File: src/rtl/seg_scan_decoder.sv
// seg_scan_decoder: decodes a multiplexed active-low 4-digit 7-segment scan into committed digit values; define SEG_SCAN_DECODER_DP_EN to capture decimal points
module seg_scan_decoder #(
  parameter int STABLE_CYCLES = 4
) (
  input  logic       clk,
  input  logic       reset,
  input  logic [6:0] seg,
  input  logic       decimal,
  input  logic       S0_enable,
  input  logic       S1_enable,
  input  logic       S2_enable,
  input  logic       S3_enable,
  output logic [3:0] d0,
  output logic [3:0] d1,
  output logic [3:0] d2,
  output logic [3:0] d3,
  output logic [3:0] dp,
  output logic [3:0] digit_err,
  output logic       frame_done,
  output logic       enable_err
);
  localparam logic [7:0] SAT  = 8'(STABLE_CYCLES);
  localparam logic [7:0] LAST = 8'(STABLE_CYCLES - 1);
  logic [11:0] s1, s2, prev;
  logic [2:0]  vld;
  logic [7:0]  cnt, cnt_nxt;
  logic [3:0]  low, seen;
  logic [4:0]  dec;
  logic        at_end, one_low, commit, multi;
  logic [3:0]  dv [4];

  function automatic logic [4:0] decode(input logic [6:0] g);
    case (g)
      7'b1000000: decode = 5'h00;
      7'b1111001: decode = 5'h01;
      7'b0100100: decode = 5'h02;
      7'b0110000: decode = 5'h03;
      7'b0011001: decode = 5'h04;
      7'b0010010: decode = 5'h05;
      7'b0000010: decode = 5'h06;
      7'b1111000: decode = 5'h07;
      7'b0000000: decode = 5'h08;
      7'b0010000: decode = 5'h09;
      default:    decode = 5'h1F;
    endcase
  endfunction

  // two-flop synchronizer, previous-sample register, and a shift marking which stages hold post-reset data
  always_ff @(posedge clk or posedge reset) begin
    if (reset) begin
      s1   <= 12'h0;
      s2   <= 12'h0;
      prev <= 12'h0;
      vld  <= 3'h0;
    end else begin
      s1   <= {seg, decimal, S3_enable, S2_enable, S1_enable, S0_enable};
      s2   <= s1;
      prev <= s2;
      vld  <= {vld[1:0], 1'b1};
    end
  end

  // stability run length, commit qualification and glyph decode of the current sample
  always_comb begin
    cnt_nxt = (!vld[2] || s2 != prev) ? 8'd0 : (cnt == SAT ? cnt : cnt + 8'd1);
    at_end  = vld[1] && cnt_nxt == LAST;
    low     = ~s2[3:0];
    one_low = low != 4'h0 && (low & (low - 4'd1)) == 4'h0;
    commit  = at_end && one_low;
    multi   = at_end && !one_low && low != 4'h0;
    dec     = decode(s2[11:5]);
  end

  // stability counter
  always_ff @(posedge clk or posedge reset) begin
    if (reset) cnt <= 8'd0;
    else       cnt <= cnt_nxt;
  end

  // per-digit value and glyph error, written only for the enabled digit on a commit
  always_ff @(posedge clk or posedge reset) begin
    if (reset) begin
      for (int n = 0; n < 4; n++) dv[n] <= 4'h0;
      digit_err <= 4'h0;
    end else if (commit) begin
      for (int n = 0; n < 4; n++) if (low[n]) dv[n] <= dec[3:0];
      digit_err <= (digit_err & ~low) | (low & {4{dec[4]}});
    end
  end

`ifdef SEG_SCAN_DECODER_DP_EN
  // decimal point (active-low line) latched alongside each digit commit
  always_ff @(posedge clk or posedge reset) begin
    if (reset)       dp <= 4'h0;
    else if (commit) dp <= (dp & ~low) | (low & {4{~s2[4]}});
  end
`else
  assign dp = 4'h0;
`endif

  // frame tracking pulses one clock after the mask fills, then restarts it; enable errors are sticky
  always_ff @(posedge clk or posedge reset) begin
    if (reset) begin
      seen       <= 4'h0;
      frame_done <= 1'b0;
      enable_err <= 1'b0;
    end else begin
      frame_done <= seen == 4'hF;
      seen       <= (seen == 4'hF ? 4'h0 : seen) | (commit ? low : 4'h0);
      enable_err <= enable_err | multi;
    end
  end

  assign d0 = dv[0];
  assign d1 = dv[1];
  assign d2 = dv[2];
  assign d3 = dv[3];
endmodule

File: config.mk
export PLATFORM = sky130hd
export DESIGN_NAME = seg_scan_decoder
export DESIGN_NICKNAME = d
export VERILOG_FILES = /design/src/rtl/seg_scan_decoder.sv
export SDC_FILE = /design/constraint.sdc
export NUM_CORES = 1
export LEC_CHECK = 0
export CORE_MARGIN = 2
export CORE_UTILIZATION = 40
export DETAILED_ROUTE_END_ITERATION = 10
export GPL_ROUTABILITY_DRIVEN = 0
export GPL_TIMING_DRIVEN = 0
export SLEW_MARGIN = 20
export SYNTH_ARGS = -nofsm -noshare
export SYNTH_HDL_FRONTEND = slang
export SYNTH_SLANG_ARGS = --single-unit
File: constraint.sdc
create_clock -name clk -period 2.65 [get_ports clk]
set_input_delay 0.795 -clock clk [delete_from_list [all_inputs] [get_ports clk]]
set_output_delay 0.795 -clock clk [all_outputs]
set_load 0.02 [all_outputs]
==> results of run 1 <==
[power groups by stage]
stage | combinational, mW | sequential (mW) | clock [mW]
detailed placement | 0.112 | 1.19 | 0
CTS | 0.113 | 1.17 | 1.08
finish | 0.111 | 1.17 | 1.05
global placement | 0.108 | 1.19 | 0
global route | 0.125 | 1.17 | 1.12
floorplan | 0.0750 | 1.18 | 0
[kinds of logic after synthesis]
group	synth area share
AOI/OAI and AO/OA	0.05956
xor gates and xnor gates	0.06321
adders and majority gates	0.01134
buffers and inverters	0.06037
DFF	0.5916
muxes	0.07415
other	0.002432
and+or+nand+nor	0.1374
[what timing repair did]
action | in CTS | in global routing
pin swaps | 4 | 0
setup endpoints to repair | 4 | 13
hold endpoints to repair | 0 | 0
gates resized for setup | 0 | 5
buffers inserted | 3 | 7
[worst max-delay path, stage by stage, from the launching register on]
cell and delay, ns:
dfrtp_1 0.41, ha_2 0.24, a21boi_0 0.10, or4b_4 0.53, a211o_1 0.35, nor4_4 0.25
buf_4 0.21, mux2_4 0.31
[cell usage in the layout, fill, tap and decap left out, types with 2 or more instances in the layout]
master	instances
a211oi_1	2
nand3_1	6
clkbuf_8	11
nor2_1	8
a2111oi_0	2
mux2i_1	18
xnor2_2	5
inv_1	20
clkbuf_1	3
mux2_1	2
xnor2_1	10
xor2_1	3
buf_4	13
buf_2	3
o21ai_0	3
bufinv_16	3
nor3_1	5
clkdlybuf4s50_1	35
nor3b_1	2
nand4b_1	3
dfrtp_1	72
nor4b_4	3
a21o_1	4
buf_12	2
buf_6	2
nor4b_1	2
conb_1	5
nand4_1	5
nand2_1	7
a21oi_1	7
[worst paths after layout]
kind                       slack [ns]  cells past startpoint                 to
setup / recovery                 0.14                      7  d0[1]$_DFFE_PP0P_
hold / removal                   0.35                      0    s2[8]$_DFF_PP0_
setup reg to reg                 0.14                      7  d0[1]$_DFFE_PP0P_
hold reg to reg                  0.35                      0    s2[8]$_DFF_PP0_
max in group asynchronous        1.26                      3   cnt[1]$_DFF_PP0_
min in group asynchronous        0.82                      2   cnt[3]$_DFF_PP0_
[flip-flops by register name, indices dropped and copies added, names as in the netlist, named ones only]
name / cells
s2: 12
enable_err: 1
s1: 12
d2: 4
d1: 4
prev: 12
d0: 4
cnt: 8
d3: 4
seen: 4
frame_done: 1
vld: 3
[through the flow]
stage	TNS, ns	hold slack (ns)	power [mW]	area, um2	utilization
after global routing	0	0.3615	2.416	3943	0.5183
after floorplan	0	0.3312	1.258	3099	-
after detailed placement	-0.04148	0.3364	1.302	3600	0.4732
final	0	0.3517	2.326	3943	0.5183
after CTS	0	0.3547	2.361	3876	0.5095
after global placement	-89.76	0.3324	1.296	3577	0.4702
[metal layers]
metal / vias to the layer above / routed length, um / GRT usage
met5: - / 0 / 0
met4: 0 / 97 / 0.05970
met3: 10 / 252 / 0.04519
met2: 33 / 2444 / 0.2108
met1: 938 / 2610 / 0.2003
li1: 928 / - / -
[final cells by class]
cell class | instances | area share
flip-flops and latches | 73 | 0.4637
multi-input cells | 133 | 0.2786
repair buffers | 46 | 0.1162
clock buffers | 10 | 0.03491
well taps | 102 | 0.03237
plain buffers | 14 | 0.02729
clock inverters | 5 | 0.02634
inverters | 21 | 0.02063
==> results.tsv, run 1 <==
stage	metric	value	unit
run_status	status	complete, no violations	
clocking	Max clock buf depth	2	
power	power density cells	589.9	mW/mm2
worst_hold_path	HP Class	reg -> reg	
worst_setup_path	Crit Path Class	reg -> reg	
synthesis	register bit count reported by yosys	73	
worst_setup_path	crit-path max FO	5	
place	Placed Instances	379	
die	Die Span Y	91.86	um
global_routing	Total GRT Usage	0.1444	
layout	layout cell share with drive strength beyond 1	0.1987	
place	DPL Wire Length	3.447	mm
synthesis	Yosys cell types	57	
synthesis	Post-Syn Area	0.003088	mm2
timing	Final Setup Violations	0	
die	Die Area	0.008438	mm2
die	I/O pin count	40	
timing	Final WS setup	0.1353	ns
worst_setup_path	CP Capture Type	flip-flop	
synthesis	Synth area leader	dfrtp_1	
synthesis	Post-synth EDFFs	0	
layout	NumNets Final	314	
clocking	clock-pin transition on the worst setup and hold timing paths	0.07	ns
drt	Initial DRC Count	88	
place	pre-CTS setup slack	-0.02598	ns
layout	post-route insts no fill	404	
worst_hold_path	Hold Startpoint	s1[8]$_DFF_PP0_	
global_routing	first-pass GRT wire length	9.384	mm
layout	diode count	0	
clocking	CTS root buf	clkbuf_8	
drt	final wirelength	5.405	mm
timing	fin. max-slew vios	0	
synthesis	count leader, synth	dfrtp_1	
global_routing	antenna violations before repair	0	
synthesis	Post-synth top cells	dfrtp_1, inv_1, mux2i_1	
worst_setup_path	WP data arrival	2.74	ns
clocking	TritonCTS clock tree	yes	
clocking	# hold bufs at CTS	0	
power	clock group share of total power	0.450	
power	LEAKAGE	1.688	nW
drt	first drt pass iteration count	4	
global_routing	grt total ovfl	0	
worst_setup_path	required time of the critical path	2.87	ns
timing	Slew HR	0.6431	
clocking	# H-tree levels	3	
worst_setup_path	crit start category	flip-flop	
job	Max-cap violations	0	
die	Die X	91.86	um
power	switching power share of the total	0.2066	
synthesis	Main synth FF type	dfrtp_1	
drt	ANT nets after route	0	
power	peak supply drop	0.3158	mV
timing	clk_skew	0.007546	ns
synthesis	asr flop ratio synth	1.000	
worst_setup_path	crit path from	cnt[0]$_DFF_PP0_	
synthesis	top cell type's share of synthesized area	0.5916	
power	Net Sw Power	480.6	uW
clocking	Sink Count	73	
power	P_int	1.845	mW
synthesis	Yosys warning count	0	
timing	Fmax	0.3977	GHz
layout	Layout area overhead	27.67	%
global_routing	number of global-route vias before repair	1930	
place	I/O Buffers	35	
clocking	Num CTS Buffers	9	
power	part of the power in combinational logic	0.048	
synthesis	register area share after synthesis	0.5916	
power	Flop pwr share	0.502	
synthesis	Avg Inst Size Synth	12.97	um2
synthesis	synthesized netlist cell count	238	
layout	Multi-input gate area	0.001099	mm2
timing	Slew @ Worst Pin	0.5342	ns
timing	post-route clock period utilization	0.9490	
global_routing	largest net degree at the start of global routing	38	
drt	wire per inst	13.38	um
worst_setup_path	Worst R2R Start	cnt[0]$_DFF_PP0_	
die	Core Area	0.007607	mm2
timing	post-route minimum period	2.515	ns
clocking	Worst-Skew Late Latency	0.34	ns
timing	Final Hold Fails	0	
drt	Vias	1909	
die	Initial Utilization	0.4059	
synthesis	top cells by area, synth	dfrtp_1, mux2i_1, xnor2_1, xnor2_2, inv_1	
timing	RSZ-0062 raised after global routing	no	
drt	via/cell ratio	4.725	
layout	FF+latch area	0.001828	mm2
die	FP Rows	32	
layout	Filler cells	698	
drt	Residual DRC	0	
(Power assumes the default switching activity.)
==> run 2, diff against run 1 <==
--- a/config.mk
+++ b/config.mk
@@ -5,7 +5,7 @@
 export SDC_FILE = /design/constraint.sdc
 export NUM_CORES = 1
 export LEC_CHECK = 0
-export CORE_MARGIN = 2
+export CORE_MARGIN = 3
 export CORE_UTILIZATION = 40
 export DETAILED_ROUTE_END_ITERATION = 10
 export GPL_ROUTABILITY_DRIVEN = 0
==> constraint.sdc (replaced) <==
create_clock -name clk -period 2.65 [get_ports clk]
set_input_delay 0.795 -clock clk [delete_from_list [all_inputs] [get_ports clk]]
set_output_delay 0.795 -clock clk [all_outputs]
set_load 0.005 [all_outputs]
==> results.tsv, run 2 (synthesized netlist as in run 1, its figures left out) <==
stage	metric	value	unit	change
run_status	status	complete, no violations		
timing	final hold slack	0.3498	ns	-0.001933 ns
drt	Initial DRC Count	55		-38%
drt	ANT nets after route	0		unchanged
drt	first drt pass iteration count	5		+1
timing	post-route clock period utilization	0.9577		+0.008739
timing	Slew @ Worst Pin	0.5127	ns	-0.02153 ns
clocking	Worst-Skew Late Latency	0.35	ns	about the same
timing	clk_skew	0.01529	ns	+0.007739 ns
place	pre-CTS setup slack	-0.02977	ns	-0.003786 ns
global_routing	largest net degree at the start of global routing	41		+7.9%
global_routing	antenna violations before repair	0		unchanged
layout	Design Area, Final	0.003890	mm2	-1.3%
die	Die X	93.86	um	+2.2%
power	part of the power in combinational logic	0.053		+0.005
timing	RSZ-0062 raised after global routing	no		
global_routing	Total GRT Usage	0.1371		-0.007312
timing	Final WS setup	0.1121	ns	-0.02316 ns
global_routing	grt total ovfl	0		unchanged
layout	most frequent cells in the layout	dfrtp_1, clkdlybuf4s50_1, inv_1		
global_routing	number of global-route vias before repair	1881		-2.5%
place	DPL Wire Length	3.556	mm	+3.2%
layout	Largest regs	prev x12, s1 x12, s2 x12		
worst_setup_path	crit-path max FO	6		+1
power	P_int	1.537	mW	-17%
global_routing	first-pass GRT wire length	9.301	mm	-0.88%
clocking	Num CTS Buffers	9		unchanged
power	peak supply drop	0.2555	mV	-19%
worst_setup_path	R2R setup slack	0.11	ns	-0.02 ns
clocking	clock-pin transition on the worst setup and hold timing paths	0.08	ns	about the same
die	I/O pin count	40		unchanged
worst_hold_path	hold path cells	0		unchanged
worst_setup_path	FF-to-FF path depth	7		unchanged
place	dpl cell area	0.003596	mm2	-0.10%
clocking	Sink Count	73		unchanged
layout	layout cell share with drive strength beyond 1	0.1967		-0.001954
clocking	TritonCTS clock tree	yes		
layout	post-route insts no fill	404		unchanged
die	Core Area	0.007370	mm2	-3.1%
worst_setup_path	crit start category	flip-flop		
layout	Layout area overhead	25.97	%	
worst_setup_path	Worst R2R Start	cnt[1]$_DFF_PP0_		
place	I/O Buffers	35		unchanged
worst_hold_path	Hold EP	s2[8]$_DFF_PP0_		
timing	Slew HR	0.6575		+0.01439
layout	most common cell after layout, fill and taps aside	dfrtp_1		
worst_setup_path	CP peak stage delay	0.58	ns	+0.05 ns
worst_setup_path	required time of the critical path	2.89	ns	+0.02 ns
timing	fin. max-slew vios	0		unchanged
power	clock group share of total power	0.368		-0.082
timing	Final Hold Fails	0		unchanged
timing	post-route minimum period	2.538	ns	+0.02316 ns
timing	Final Setup Violations	0		unchanged
power	Flop pwr share	0.579		+0.077
power	LEAKAGE	1.663	nW	-1.5%
drt	wire per inst	13.49	um	+0.80%
power	switching power share of the total	0.2372		+0.03061
worst_setup_path	CP cell instances	ha_2 -> a21boi_0 -> or4b_1 -> a211o_1 -> nor4_4 -> buf_4 -> mux2_4		
clocking	# H-tree levels	3		unchanged
worst_hold_path	Hold Startpoint	s1[8]$_DFF_PP0_		
die	Die Span Y	93.86	um	+2.2%
drt	via/cell ratio	4.743		+0.37%
worst_setup_path	reg2reg end	d0[1]$_DFFE_PP0P_		
die	Die Area	0.008810	mm2	+4.4%
timing	Setup TNS	0	ns	unchanged
die	FP Rows	31		-3.1%
place	Placed Instances	376		-0.79%
power	Net Sw Power	478.2	uW	-0.50%
worst_setup_path	Crit Path Class	reg -> reg		
worst_setup_path	WP data arrival	2.78	ns	+0.04 ns
clocking	CTS root buf	clkbuf_8		
drt	Residual DRC	0		unchanged
clocking	Max clock buf depth	2		unchanged
drt	final wirelength	5.448	mm	+0.80%
worst_setup_path	CP Capture Type	flip-flop		
drt	Vias	1916		+0.37%
job	Max-cap violations	0		unchanged
layout	NumNets Final	317		+0.96%
power	power density cells	518.2	mW/mm2	-12%
worst_setup_path	Slowest-stage cell, CP	or4b_1		
worst_hold_path	HP Class	reg -> reg		
layout	diode count	0		unchanged
timing	Fmax	0.3940	GHz	-0.91%
die	Initial Utilization	0.4190		+0.01309
## run 2: cell count changes in the layout (fill, tap and decap cells not counted), sizes merged
cell      change
buf           +3
bufinv        -3
clkbuf        +1
clkinvlp      +1
inv           +1
## run 2: timing repair
| item | CTS | global route |
|---|---|---|
| setup buffers | 5 | 8 |
| hold buffers | 0 | 0 |
| setup endpoints to repair | 3 | 9 |
| pin swaps | 3 | 1 |
| resized for setup | 0 | 4 |
## run 2: per-stage QoR
stage          utilization  total power, mW
2_1_floorplan            -            1.254
3_3_place_gp        0.4849            1.292
3_5_place_dp        0.4879            1.298
4_1_cts             0.5166            2.051
5_1_grt             0.5278            2.109
6_report            0.5278            2.016
## run 2: power groups by stage
stage / registers (mW) / clock network (mW) / logic (mW)
CTS: 1.17 / 0.774 / 0.110
finish: 1.17 / 0.741 / 0.108
global route: 1.17 / 0.816 / 0.121
global placement: 1.19 / 0 / 0.103
detailed placement: 1.19 / 0 / 0.109
floorplan: 1.18 / 0 / 0.0711
## run 2: cell type report
class / instances / area, um2
multi-input cells: 133 / 1095
fillers: 655 / 3480
inverters: 21 / 81.33
flip-flops and latches: 73 / 1828
clock buffers: 11 / 131.4
clock inverters: 4 / 30.03
plain buffers: 14 / 107.6
repair buffers: 49 / 493.0
well taps: 99 / 123.9
## run 2: worst max-delay path by stage
stage	slack (ns)	cells past startpoint	end	startpoint
floorplan	0.002	1	asynchronous set/reset pin	reset
global placement	-1.22	2	s1[5]$_DFF_PP0_	reset
detailed placement	-0.03	6	d0[1]$_DFFE_PP0P_	cnt[1]$_DFF_PP0_
CTS	0.02	6	d1[1]$_DFFE_PP0P_	cnt[1]$_DFF_PP0_
global route	0.004	7	d0[1]$_DFFE_PP0P_	cnt[4]$_DFF_PP0_
finish	0.11	7	d0[1]$_DFFE_PP0P_	cnt[1]$_DFF_PP0_
## run 2: routing by layer
layer / GRT usage / vias up / wire length (um)
met5: 0 / - / 0
met4: 0.06137 / 0 / 91
met3: 0.04407 / 9 / 242
li1: - / 937 / -
met2: 0.2040 / 33 / 2600
met1: 0.1826 / 937 / 2514
## run 2: worst max-delay path: cells and delay by family, from the launching register on
family	cells	cell delay [ns]
AND/OR/NAND/NOR	2	0.83
AO/OA/AOI/OAI	2	0.45
flip-flops	1	0.41
multiplexers	1	0.30
adder cells (fa/ha/maj)	1	0.22
buffers and inverters	1	0.21
==> run 3, diff against run 2 <==
--- a/config.mk
+++ b/config.mk
@@ -10,6 +10,7 @@
 export DETAILED_ROUTE_END_ITERATION = 10
 export GPL_ROUTABILITY_DRIVEN = 0
 export GPL_TIMING_DRIVEN = 0
+export HOLD_SLACK_MARGIN = 0.05
 export SLEW_MARGIN = 20
 export SYNTH_ARGS = -nofsm -noshare
 export SYNTH_HDL_FRONTEND = slang
==> results of run 3 <==
Same layout as run 2: the final DEF is identical, and so are final timing and power.
